==> src/rtl/payload_pkg.sv <==
// Shared beat field map for the order payload (both directions)
// plus the inbound parser state encoding.
package payload_pkg;

    localparam int DATA_W = 256;
    localparam int BEATS  = 3;
    localparam int CNT_DW = 16;

    // beat0 (header) fields: LSB offset and width
    localparam int SEQ_LSB     = 224;
    localparam int SEQ_W       = 32;
    localparam int EPOCH_LSB   = 192;
    localparam int EPOCH_W     = 32;
    localparam int MS_LSB      = 176;
    localparam int MS_W        = 16;
    localparam int SESS_LSB    = 160;
    localparam int SESS_W      = 16;
    localparam int CMID_LSB    = 144;
    localparam int CMID_W      = 16;
    localparam int EXEC_LSB    = 136;
    localparam int EXEC_W      = 8;
    localparam int ACNO_LSB    = 104;
    localparam int ACNO_W      = 32;
    localparam int IFLAG_LSB   = 96;
    localparam int IFLAG_W     = 8;
    localparam int SIDE_LSB    = 88;
    localparam int SIDE_W      = 8;
    localparam int OTYPE_LSB   = 80;
    localparam int OTYPE_W     = 8;
    localparam int TIF_LSB     = 72;
    localparam int TIF_W       = 8;
    localparam int PRICE_LSB   = 40;
    localparam int PRICE_W     = 32;
    localparam int QTY_LSB     = 24;
    localparam int QTY_W       = 16;

    // beat1 (order) fields
    localparam int ORDNO_LSB   = 216;
    localparam int ORDNO_W     = 40;
    localparam int ORDID_LSB   = 184;
    localparam int ORDID_W     = 32;
    localparam int UDEF_LSB    = 120;
    localparam int UDEF_W      = 64;
    localparam int SYMTYPE_LSB = 112;
    localparam int SYMTYPE_W   = 8;

    // beat2 (symbol) field
    localparam int SYM_LSB     = 96;
    localparam int SYM_W       = 160;

    typedef enum logic [2:0] {
        B0,
        B1,
        B2,
        HOLD,
        DROP
    } pstate_e;

    function automatic logic [SEQ_W-1:0] hdr_seq(
        input logic [DATA_W-1:0] hdr
    );
        return hdr[SEQ_LSB +: SEQ_W];
    endfunction

endpackage

==> src/rtl/payload_seq_check.sv <==
// Tracks the next expected MsgSeqNum and flags a
// mismatch against the header of the message in flight.
module payload_seq_check
    import payload_pkg::*;
(
    input  logic             clk,
    input  logic             resetn,
    input  logic             check,
    input  logic [SEQ_W-1:0] seq,
    output logic             gap
);

    logic [SEQ_W-1:0] expected_seq;

    assign gap = (seq != expected_seq);

    // resync to whatever arrived so one gap is flagged only once
    always_ff @(posedge clk) begin
        if (!resetn) begin
            expected_seq <= SEQ_W'(1);
        end else if (check) begin
            expected_seq <= seq + SEQ_W'(1);
        end
    end

endmodule

==> src/rtl/payload_parser.sv <==
// Inbound execution-report parser: collects 3-beat messages,
// checks framing and sequence, holds one decoded report.
module payload_parser
    import payload_pkg::*;
#(
    parameter int CNT_W = CNT_DW
) (
    input  logic              clk,
    input  logic              resetn,
    input  logic [DATA_W-1:0] s_tdata,
    input  logic              s_tvalid,
    input  logic              s_tlast,
    output logic              s_tready,
    output logic              rpt_valid,
    input  logic              rpt_ready,
    output logic [DATA_W-1:0] rpt_hdr,
    output logic [DATA_W-1:0] rpt_ord,
    output logic [SYM_W-1:0]  rpt_sym,
    output logic              rpt_seq_gap,
    output logic              frame_err,
    output logic [CNT_W-1:0]  msg_count,
    output logic [CNT_W-1:0]  err_count
);

    pstate_e state_q;
    pstate_e state_d;

    logic accept;
    logic take_hdr;
    logic take_ord;
    logic take_sym;
    logic err_d;
    logic done_ok;
    logic gap;

    assign s_tready  = resetn & ((state_q != HOLD) | rpt_ready);
    assign rpt_valid = (state_q == HOLD);
    assign accept    = s_tvalid & s_tready;

    always_comb begin
        state_d  = state_q;
        take_hdr = 1'b0;
        take_ord = 1'b0;
        take_sym = 1'b0;
        err_d    = 1'b0;
        done_ok  = 1'b0;
        unique case (state_q)
            B0, HOLD: begin
                if (state_q == HOLD && rpt_ready) begin
                    state_d = B0;
                end
                // in HOLD an accepted beat implies release
                if (accept) begin
                    if (s_tlast) begin
                        err_d   = 1'b1;
                        state_d = B0;
                    end else begin
                        take_hdr = 1'b1;
                        state_d  = B1;
                    end
                end
            end
            B1: begin
                if (accept) begin
                    if (s_tlast) begin
                        err_d   = 1'b1;
                        state_d = B0;
                    end else begin
                        take_ord = 1'b1;
                        state_d  = B2;
                    end
                end
            end
            B2: begin
                if (accept) begin
                    if (s_tlast) begin
                        take_sym = 1'b1;
                        done_ok  = 1'b1;
                        state_d  = HOLD;
                    end else begin
                        err_d   = 1'b1;
                        state_d = DROP;
                    end
                end
            end
            DROP: begin
                if (accept && s_tlast) begin
                    state_d = B0;
                end
            end
            default: begin
                state_d = B0;
            end
        endcase
    end

    payload_seq_check u_seq (
        .clk    (clk),
        .resetn (resetn),
        .check  (done_ok),
        .seq    (hdr_seq(rpt_hdr)),
        .gap    (gap)
    );

    always_ff @(posedge clk) begin
        if (!resetn) begin
            state_q     <= B0;
            rpt_hdr     <= '0;
            rpt_ord     <= '0;
            rpt_sym     <= '0;
            rpt_seq_gap <= 1'b0;
            frame_err   <= 1'b0;
            msg_count   <= '0;
            err_count   <= '0;
        end else begin
            state_q   <= state_d;
            frame_err <= err_d;
            if (take_hdr) begin
                rpt_hdr <= s_tdata;
            end
            if (take_ord) begin
                rpt_ord <= s_tdata;
            end
            if (take_sym) begin
                rpt_sym <= s_tdata[SYM_LSB +: SYM_W];
            end
            if (done_ok) begin
                rpt_seq_gap <= gap;
            end
            if (err_d && err_count != '1) begin
                err_count <= err_count + CNT_W'(1);
            end
            if (rpt_valid && rpt_ready) begin
                msg_count <= msg_count + CNT_W'(1);
            end
        end
    end

endmodule

==> config.mk <==
export PLATFORM = sky130hd
export DESIGN_NAME = payload_parser
export DESIGN_NICKNAME = d
export VERILOG_FILES = /design/src/rtl/payload_pkg.sv /design/src/rtl/payload_seq_check.sv /design/src/rtl/payload_parser.sv
export SDC_FILE = /design/constraint.sdc
export NUM_CORES = 2
export LEC_CHECK = 0
export CAP_MARGIN = 40
export CORE_AREA = 2 2 372 374
export DETAILED_ROUTE_END_ITERATION = 7
export DIE_AREA = 0 0 374 376
export GPL_TIMING_DRIVEN = 0
export PLACE_DENSITY = 0.46
export SYNTH_ARGS = -nofsm -noshare
export SYNTH_HDL_FRONTEND = slang
export SYNTH_SLANG_ARGS = --single-unit
==> constraint.sdc <==
create_clock -name clk -period 3.6 [get_ports clk]
set_input_delay 0.36 -clock clk [delete_from_list [all_inputs] [get_ports clk]]
set_output_delay 0.36 -clock clk [all_outputs]
set_load 0.02 [all_outputs]
==> metrics.txt <==
status completed; power share of the sequential group ~43%; Vias/cell 4.35; Clock Skews between 0.02 and 0.025 ns; register area share after synthesis 55.6%; Die Y 376 µm; Cell variety after synth 47; Clock H-tree levels 3; Via Count 27600; Leak Pwr 0.0140 µW; layout cells sized above 1 under 10%; routed wire length about 150 mm; CTS clk-pin slew, worst paths 0.06 ns; CTS tree done; Slew Limit Fails 0; Filler cells 14800; post-cts resize count 1; core area 0.137 mm²; DRT iter0 DRCs around 1600; Crit. End Element output pin; normalized max-slew margin 39.5%; vias in the first global route 26500; Max-Cap Viols 0; instance count of the mapped netlist 3384; Setup WS post-layout between 0.2 and 0.3 ns; CTS max path bufs 3; met1 Use GR 24.2%; cell depth of the worst hold path 4; I/O Buffers 967; initial antenna violation count 38; clock period minus worst slack 3.31 ns; Cell Rows 136; switching share of power 25.1%; Post-synth ARST share 0%; Post-Place Cells a little over 6000; wire length per cell 23.7 µm; PD cells approximately 460 mW/mm²; Layout area overhead 57.5%; Root Driver clkbuf_16; Max Freq between 0.3 and 0.4 GHz; Max IR drop VDD 0.000349 V; detailed placement HPWL roughly 120 mm; non-filler cells, final ~6300; M3 GR Usage 7.63%; Clk pwr share 49.0%; total track usage 20.5%; Combinational Power Share 7.6%; Post-Syn Area 0.0267 mm²; WHS 0.192 ns; initial core utilization ~20%; clock sink count 741; syn_nets 3648; EDFF count, synth 0; final hold viol count 0; drt pass-1 iters 5; largest net degree at the start of global routing 14; yosys warns 0; Final nets ~4700; Final setup viols 0; Data arrival, critical path 2.95 ns; Net Sw Power around 4900 µW; global-route wire length before repair 207 mm; number of synthesized register bits 741; syn avg cell area approximately 8 µm²; met2 track demand over resource a little over a third; final worst path period share 92.0%; RSZ-0062 raised after global routing no; Die W 374 µm; CTS Buf Count 91; Power Internal 14500 µW; CP Data Required Time 3.24 ns; Hold WC Path Type in2reg; DIE AREA 0.141 mm²; Setup Fix Bufs, Post-CTS 0; total congestion overflow 0; worst-path maximum fanout 10; CP Launch Type input pin; Post-DRT Antenna Nets 0; pre-CTS WS between 0.02 and 0.03 ns; # DRC 0; Top Ports 969; GPL Wtd Cong 0.877; hold_buf cts 0; Crit Path Class in2out; Worst-Margin Slew 0.908 ns; GR peak layer met2; main flop type after synthesis dfxtp_1; clock latency on the worst-skew pair approximately 0.70 ns; reg2reg path depth 9
[power by group through the flow]
stage / clock network (µW) / registers [µW] / logic, µW
detailed placement: 0 / 8590 / 1490
global placement: 0 / 8590 / 1490
floorplan: 0 / 8710 / 379
CTS: 9780 / 8410 / 1500
finish: 9530 / 8410 / 1480
global route: 10100 / 8420 / 1580
[cell families after synthesis]
kind of cell	synth area share [%]
buf+inv	4.27
mux	0.412
flops	55.6
xor+xnor	2.59
fa+ha+maj	0.141
compound gates	14.3
simple gates	22.7
[cells in the final DEF, fill, tap and decap left out, types with 13 or more instances in the layout]
| cell type | instances |
|---|---|
| buf_2 | 94 |
| nand4_1 | 20 |
| dfxtp_1 | 741 |
| xor2_1 | 42 |
| nand2_1 | 1379 |
| nand3_1 | 27 |
| o21ai_0 | 24 |
| nor4_1 | 13 |
| clkbuf_8 | 19 |
| nor2_1 | 34 |
| clkbuf_16 | 93 |
| clkdlybuf4s50_1 | 967 |
| xnor2_1 | 37 |
| nor3_1 | 13 |
| a21oi_1 | 696 |
| clkbuf_1 | 185 |
[layer usage]
| layer | share of wire [%] | up-vias |
|---|---|---|
| met5 | 0.041 | - |
| met4 | 2.7 | 10 |
| met3 | 8.7 | 199 |
| met2 | 48 | 995 |
| met1 | 41 | 13200 |
| li1 | - | 13200 |
[cell usage after synthesis (3+ instances only)]
cell      instances  share of area (%)
nor4b_1           3              0.098
and4_1            8               0.26
and3_1           11               0.26
and2_1            4              0.094
xor2_1           42                1.4
mux2i_1          11               0.41
or4_1             6               0.17
buf_1             4              0.056
nor3_1           14               0.26
xnor2_1          37                1.2
o211ai_1          3              0.084
nand2_1        1379                 19
nand2b_1          5               0.12
nor4_1           14               0.33
ha_1              3               0.14
inv_1             9               0.13
nor2_1           34               0.48
a21oi_1         696                 13
a211oi_1          8               0.22
o21ai_0          24               0.45
o31ai_1           5               0.14
buf_2            94                1.8
dfxtp_1         741                 56
nand4_1          20               0.47
nand3_1          27               0.51
clkbuf_1        158                2.2
[worst max-delay path, cell delays in order]
cell and delay, ns:
clkdlybuf4s50_1 0.55, clkbuf_2 0.32, clkinv_1 0.17, clkbuf_1 0.26
buf_8 0.22, buf_1 0.25, nor2_1 0.18, clkdlybuf4s50_1 0.63
[final cells by class]
cell class              instances  area, µm²  area share [%]
flip-flops and latches        741      14800            35.3
multi-input cells            2373      10700            25.5
repair buffers                990       9970            23.7
clock buffers                 142       2700            6.43
well taps                    1794       2240            5.34
plain buffers                 260       1110            2.63
clock inverters                27        387           0.920
inverters                      10       37.5          0.0893
diodes                         11       27.5          0.0655
[sequential cells by signal, indices dropped and copies added (netlist names)]
signal,flops
msg_count,16
rpt_ord,256
frame_err,1
u_seq.expected_seq,32
rpt_seq_gap,1
err_count,16
rpt_sym,160
rpt_hdr,256
state_q,3
[path summary, 6_finish.rpt]
path / from / to / slack (ns)
max: resetn / s_tready / 0.29
min: s_tlast / state_q[2] / 0.19
max reg2reg: state_q[2] / rpt_hdr[109] / 0.67
min reg2reg: rpt_ord[169] / rpt_ord[169] / 0.45
[metrics by stage]
stage / setup TNS (ns) / utilization, % / cell area (µm²) / total power (µW)
4_1_cts: 0 / 30.7 / 42000 / 19700
5_1_grt: 0 / 30.8 / 42000 / 20100
6_report: 0 / 30.8 / 42000 / 19400
3_3_place_gp: -409.47 / 28.3 / 38600 / 10100
2_1_floorplan: 0 / - / 26700 / 9090
3_5_place_dp: 0 / 28.5 / 38900 / 10100
(Power assumes the default switching activity.)
